### src/rtl/usb_in_arbiter_pkg.sv
// Shared types and helpers for the USB IN-side round-robin arbiter.
package usb_in_arbiter_pkg;

  // Arbiter FSM: IDLE picks a requester, GRANT passes its bytes through.
  typedef enum logic {
    StIdle  = 1'b0,
    StGrant = 1'b1
  } arb_state_e;

  localparam int unsigned DataW = 8;

  // Counter width for a modulus, never narrower than one bit.
  function automatic int unsigned clog2_min1(int unsigned value);
    return (value > 1) ? $clog2(value) : 1;
  endfunction

endpackage

### src/rtl/usb_in_arbiter_rr_pick.sv
// Combinational round-robin pick: first set request at or above ptr, wrapping to 0.
module usb_in_arbiter_rr_pick #(
  parameter int unsigned N_REQ = 4,
  parameter int unsigned PtrW  = 2
) (
  input  logic [N_REQ-1:0] i_req,
  input  logic [PtrW-1:0]  i_ptr,
  output logic [N_REQ-1:0] o_pick,
  output logic             o_any
);

  localparam logic [N_REQ-1:0] One = {{(N_REQ-1){1'b0}}, 1'b1};

  logic [2*N_REQ-1:0] w_dbl;
  logic [2*N_REQ-1:0] w_pick_dbl;
  logic [N_REQ-1:0]   w_rot;
  logic [N_REQ-1:0]   w_rot_pick;

  // Rotate so ptr sits at bit 0, isolate the lowest set bit, rotate back.
  // Doubling the vector makes the wrap work for any N_REQ, power of 2 or not.
  always_comb begin
    w_dbl      = {i_req, i_req} >> i_ptr;
    w_rot      = w_dbl[N_REQ-1:0];
    w_rot_pick = w_rot & (~w_rot + One);
    w_pick_dbl = {{N_REQ{1'b0}}, w_rot_pick} << i_ptr;
    o_pick     = w_pick_dbl[N_REQ-1:0] | w_pick_dbl[2*N_REQ-1:N_REQ];
    o_any      = |i_req;
  end

endmodule

### src/rtl/usb_in_arbiter.sv
// Round-robin arbiter sharing the usb_cdc IN byte stream among N_REQ requesters.
// A grant is held for a whole burst (last, MAX_BURST bytes, or idle timeout).
module usb_in_arbiter
  import usb_in_arbiter_pkg::*;
#(
  parameter int unsigned N_REQ        = 4,
  parameter int unsigned MAX_BURST    = 8,
  parameter int unsigned IDLE_TIMEOUT = 16
) (
  input  logic                   clk_i,
  input  logic                   rstn_i,
  input  logic [DataW*N_REQ-1:0] req_data_i,
  input  logic [N_REQ-1:0]       req_valid_i,
  input  logic [N_REQ-1:0]       req_last_i,
  output logic [N_REQ-1:0]       req_ready_o,
  output logic [DataW-1:0]       in_data_o,
  output logic                   in_valid_o,
  input  logic                   in_ready_i,
  output logic [N_REQ-1:0]       grant_o,
  output logic                   busy_o
);

  localparam int unsigned PtrW   = clog2_min1(N_REQ);
  localparam int unsigned BurstW = clog2_min1(MAX_BURST);
  localparam int unsigned IdleW  = clog2_min1(IDLE_TIMEOUT);

  arb_state_e        r_state, w_state_nxt;
  logic [N_REQ-1:0]  r_grant, w_grant_nxt;
  logic [PtrW-1:0]   r_ptr, w_ptr_nxt;
  logic [BurstW-1:0] r_burst_cnt, w_burst_nxt;
  logic [IdleW-1:0]  r_idle_cnt, w_idle_nxt;

  logic [N_REQ-1:0]  w_pick;
  logic              w_any;
  logic [PtrW-1:0]   w_gidx;
  logic [PtrW-1:0]   w_ptr_adv;
  logic [DataW-1:0]  w_data;
  logic              w_valid;
  logic              w_last;
  logic              w_xfer;
  logic              w_release;

  usb_in_arbiter_rr_pick #(
    .N_REQ (N_REQ),
    .PtrW  (PtrW)
  ) u_rr_pick (
    .i_req  (req_valid_i),
    .i_ptr  (r_ptr),
    .o_pick (w_pick),
    .o_any  (w_any)
  );

  // Grant mux driven only by the registered one-hot grant; all zero in IDLE.
  always_comb begin
    w_gidx  = '0;
    w_data  = '0;
    w_valid = 1'b0;
    w_last  = 1'b0;
    for (int unsigned k = 0; k < N_REQ; k++) begin
      if (r_grant[k]) begin
        w_gidx  = PtrW'(k);
        w_data  = w_data | req_data_i[DataW*k +: DataW];
        w_valid = w_valid | req_valid_i[k];
        w_last  = w_last | req_last_i[k];
      end
    end
  end

  assign in_data_o   = w_data;
  assign in_valid_o  = w_valid;
  assign req_ready_o = r_grant & {N_REQ{in_ready_i}};
  assign grant_o     = r_grant;
  assign busy_o      = (r_state == StGrant);

  assign w_xfer    = w_valid & in_ready_i;
  assign w_ptr_adv = (w_gidx == PtrW'(N_REQ - 1)) ? '0 : w_gidx + PtrW'(1);
  // Timeout only fires with valid low, transfers only with ready high, so a
  // stalled byte can never lose its grant.
  assign w_release = (w_xfer & (w_last | (r_burst_cnt == BurstW'(MAX_BURST - 1)))) |
                     (~w_valid & (r_idle_cnt == IdleW'(IDLE_TIMEOUT - 1)));

  // Next-state logic: arbitrate in IDLE, count bytes and idle cycles in GRANT.
  always_comb begin
    w_state_nxt = r_state;
    w_grant_nxt = r_grant;
    w_ptr_nxt   = r_ptr;
    w_burst_nxt = r_burst_cnt;
    w_idle_nxt  = r_idle_cnt;
    case (r_state)
      StIdle: begin
        if (w_any) begin
          w_state_nxt = StGrant;
          w_grant_nxt = w_pick;
          w_burst_nxt = '0;
          w_idle_nxt  = '0;
        end
      end
      StGrant: begin
        if (w_xfer) w_burst_nxt = r_burst_cnt + BurstW'(1);
        w_idle_nxt = w_valid ? '0 : r_idle_cnt + IdleW'(1);
        if (w_release) begin
          w_state_nxt = StIdle;
          w_grant_nxt = '0;
          w_ptr_nxt   = w_ptr_adv;
        end
      end
      default: begin
        w_state_nxt = StIdle;
        w_grant_nxt = '0;
      end
    endcase
  end

  // State and counter registers; reset drops any grant immediately.
  always_ff @(posedge clk_i or negedge rstn_i) begin
    if (!rstn_i) begin
      r_state     <= StIdle;
      r_grant     <= '0;
      r_ptr       <= '0;
      r_burst_cnt <= '0;
      r_idle_cnt  <= '0;
    end else begin
      r_state     <= w_state_nxt;
      r_grant     <= w_grant_nxt;
      r_ptr       <= w_ptr_nxt;
      r_burst_cnt <= w_burst_nxt;
      r_idle_cnt  <= w_idle_nxt;
    end
  end

endmodule

### config.mk
export PLATFORM = sky130hd
export DESIGN_NAME = usb_in_arbiter
export DESIGN_NICKNAME = d
export VERILOG_FILES = /design/src/rtl/usb_in_arbiter_pkg.sv /design/src/rtl/usb_in_arbiter_rr_pick.sv /design/src/rtl/usb_in_arbiter.sv
export SDC_FILE = /design/constraint.sdc
export NUM_CORES = 1
export LEC_CHECK = 0
export CORE_MARGIN = 2
export CORE_UTILIZATION = 37
export DETAILED_ROUTE_END_ITERATION = 8
export GPL_TIMING_DRIVEN = 0
export PLACE_DENSITY = 0.84
export SETUP_SLACK_MARGIN = 0.3
export SYNTH_ARGS = -nofsm -noshare
export SYNTH_HDL_FRONTEND = slang
export SYNTH_SLANG_ARGS = --single-unit
### constraint.sdc
create_clock -name clk_i -period 1.6 [get_ports clk_i]
set_input_delay 0.24 -clock clk_i [delete_from_list [all_inputs] [get_ports clk_i]]
set_output_delay 0.24 -clock clk_i [all_outputs]
set_load 0.01 [all_outputs]
==> flow_summary_export.csv <==
group,metric,value,unit
power_and_ir_drop,combPwrFrac,73.2,%
clocking,clkTransAtPathRegs,90,ps
detailed_routing,ant_nets,0,
synth,async_flop_share,100,%
placed_design,hpwl,2500,um
layout,finalNonFillerCells,238,
sta,finalHoldViolCount,0,
sta,finalSetupViolCount,6,
floorplanning,die-width,56.6,um
global_route,antenna_found_initial,0,
setup_path,crit_arrival,1820,ps
sta,layout_min_cycle_time,1640,ps
synth,ys.flop_type,"dfrtp_1",
setup_path,crit_path_end_kind,"register",
placed_design,place_ws,-397,ps
power_and_ir_drop,vdd_drop_max,1.50,mV
synth,syn_nets,162,
placed_design,dp_cells,207,
synth,synth_cell_types,34,
outcome,failed_checks,"setup timing",
clocking,postCtsHoldBufs,0,
layout,final_layout_size_suffix_gt1_share,44.9,%
setup_path,crit_fanout,4,
setup_path,criticalPathCategory,"reg2reg",
placed_design,dpl_cell_area,1670,um^2
power_and_ir_drop,clockPowerShare,7.2,%
clocking,clock_path_buffers,2,
clocking,clock_latency,280,ps
floorplanning,core,2690,um^2
detailed_routing,first_pass_iters,4,
synth,synth_edf_count,0,
synth,syn_area,1020,um^2
synth,ys_seq_area_share,34.2,%
sta,fmax,608,MHz
sta,report.final.slew_viol_count,0,
setup_path,required,1780,ps
floorplanning,row_count,19,
placed_design,io_buffers,60,
synth,ys_seq_elements,14,
setup_path,reg2reg_depth,6,
clocking,cts_root_buffer,"clkbuf_4",
layout,stdcell_area,2110,um^2
layout,fin_util,78.4,%
sta,holdWs,350,ps
sta,worst_slew_pin_slew,653,ps
job,cap_violations,0,
sta,rsz0062_at_grt,"true",
worst_hold_path,hold_path.class,"in2async",
detailed_routing,num_vias,1344,
power_and_ir_drop,internal_power,2150,uW
detailed_routing,wl_per_cell,17.8,um
clocking,cts_tree,"yes",
clocking,cts_buffers,3,
detailed_routing,via_per_inst,5.65,
sta,worst_slack,-44.9,ps
floorplanning,initial_utilization,38.1,%
layout,n_antenna_cell,0,
power_and_ir_drop,powerDensity,1750,nW/um^2
layout,nets,254,
global_route,grt_start_max_net_pins,15,
floorplanning,dieArea,3210,um^2
detailed_routing,drc,0,
power_and_ir_drop,power_frac_seq,19.7,%
clocking,cts.htree.levels,1,
global_route,grt_pass1_vias,1473,
sta,finalClockSkew,1.65,ps
layout,areaGrowthSynthToFinish,106,%
detailed_routing,drtIter0Drc,44,
sta,period_share,103,%
global_route,grt_first_pass_wirelength,6500,um
sta,slew-limit-headroom,56.3,%
placed_design,place.gp.congestion,0.853,
synth,synthCells,116,
synth,avgSynthCellArea,8.83,um^2
outcome,status,"finished with violations",
synth,ys_warn_count,0,
clocking,cts_num_sinks,14,
global_route,globalRouteTotalUtil,26.0,%
floorplanning,die-height,56.6,um
setup_path,r2r_slack,-40,ps
setup_path,critPathLaunchType,"register",
power_and_ir_drop,p_leak,0.000967,uW
global_route,grt_overflow_total,0,
power_and_ir_drop,p_switching,1530,uW
detailed_routing,routed_wl,4230,um
power_and_ir_drop,swShare,41.6,%
floorplanning,pin_count,61,
==> kinds of logic after synthesis <==
logic type,after synthesis,share of synthesized area [%]
AND/OR/NAND/NOR,44,20.8
multiplexers,3,3.42
AO/OA/AOI/OAI,42,34.2
adder cells (fa/ha/maj),3,3.66
flip-flops,14,34.2
buffers and inverters,10,3.78
==> worst paths after layout <==
path                                 from        endpoint
setup / recovery               grant_o[0]        r_ptr[0]
hold / removal                     rstn_i        r_ptr[1]
setup reg to reg               grant_o[0]        r_ptr[0]
hold reg to reg            r_burst_cnt[0]  r_burst_cnt[0]
max in group asynchronous          rstn_i      grant_o[3]
min in group clk_i         r_burst_cnt[0]  r_burst_cnt[0]
==> cells in the final DEF, fill, tap and decap left out, types with 2 or more instances in the layout <==
cell type,count
clkdlybuf4s50_1,38
and2_4,3
a22oi_2,16
o21bai_1,2
ha_1,2
buf_2,11
mux2i_1,2
clkbuf_4,4
nor2_1,3
buf_8,2
dfrtp_1,9
clkbuf_8,4
nand3_1,3
buf_6,15
buf_4,14
dfrtp_2,5
inv_1,5
a21oi_1,4
o22ai_1,2
o21ai_0,2
o21ai_2,3
dlygate4sd2_1,6
and2_1,2
a22oi_4,2
nand2_1,25
==> state kept, by name, summed over array words and instances, names as in the netlist <==
signal       flops
r_idle_cnt       4
r_ptr            2
r_burst_cnt      3
busy_o           1
grant_o          4
==> Yosys cell counts, types with 2 or more instances <==
| master | number | area share (%) |
|---|---|---|
| a21oi_1 | 4 | 2.0 |
| a22oi_1 | 16 | 12 |
| a22oi_4 | 2 | 4.2 |
| and2_1 | 5 | 3.1 |
| clkbuf_1 | 4 | 1.5 |
| dfrtp_1 | 14 | 34 |
| ha_1 | 3 | 3.7 |
| inv_1 | 5 | 1.8 |
| mux2i_1 | 2 | 2.0 |
| nand2_1 | 25 | 9.2 |
| nand3_1 | 3 | 1.5 |
| nor2_1 | 4 | 1.5 |
| o21ai_0 | 5 | 2.4 |
| o21bai_1 | 2 | 1.5 |
| o22ai_1 | 3 | 1.8 |
==> power by group through the flow <==
stage | logic, uW | registers, uW | clock network [uW]
5_1_grt | 2880 | 738 | 285
3_5_place_dp | 1770 | 733 | 0
2_1_floorplan | 964 | 696 | 0
4_1_cts | 2320 | 698 | 263
3_3_place_gp | 1710 | 711 | 0
6_report | 2690 | 724 | 264
==> timing repair <==
action	in CTS	in global routing
pin swaps	18	11
setup endpoints to repair	32	30
cloned	3	1
setup buffers	16	7
resized for setup	120	20
==> cell type report <==
class	instances	area [um^2]
timing repair buffer	87	816
multi-input combinational	92	771
fill	159	579
sequential	14	357
buffer	5	70.1
tap	31	38.8
clock buffer	4	36.3
inverter	5	18.8
==> critical path, cell delays in order (launching register included) <==
cell,delay (ps)
dfrtp_2,450
buf_4,150
a22oi_4,190
buf_6,150
nand3_4,90
o2bb2ai_4,190
mux2_4,310
==> metrics by stage <==
stage                     TNS [ps]  total power [uW]
after CTS                    -17.0              3280
after global routing          -728              3900
after floorplan                  0              1660
after detailed placement     -5910              2500
final                        -96.8              3680
after global placement       -4640              2420
==> routing by layer <==
metal / global-route usage [%] / vias up / wire length, um
li1: - / 610 / -
met1: 28.9 / 658 / 1610
met2: 48.3 / 68 / 2300
met3: 4.38 / 8 / 258
met4: 10.5 / 0 / 66
met5: 0 / - / 0
Note: power is estimated with default switching activity, not from simulation.
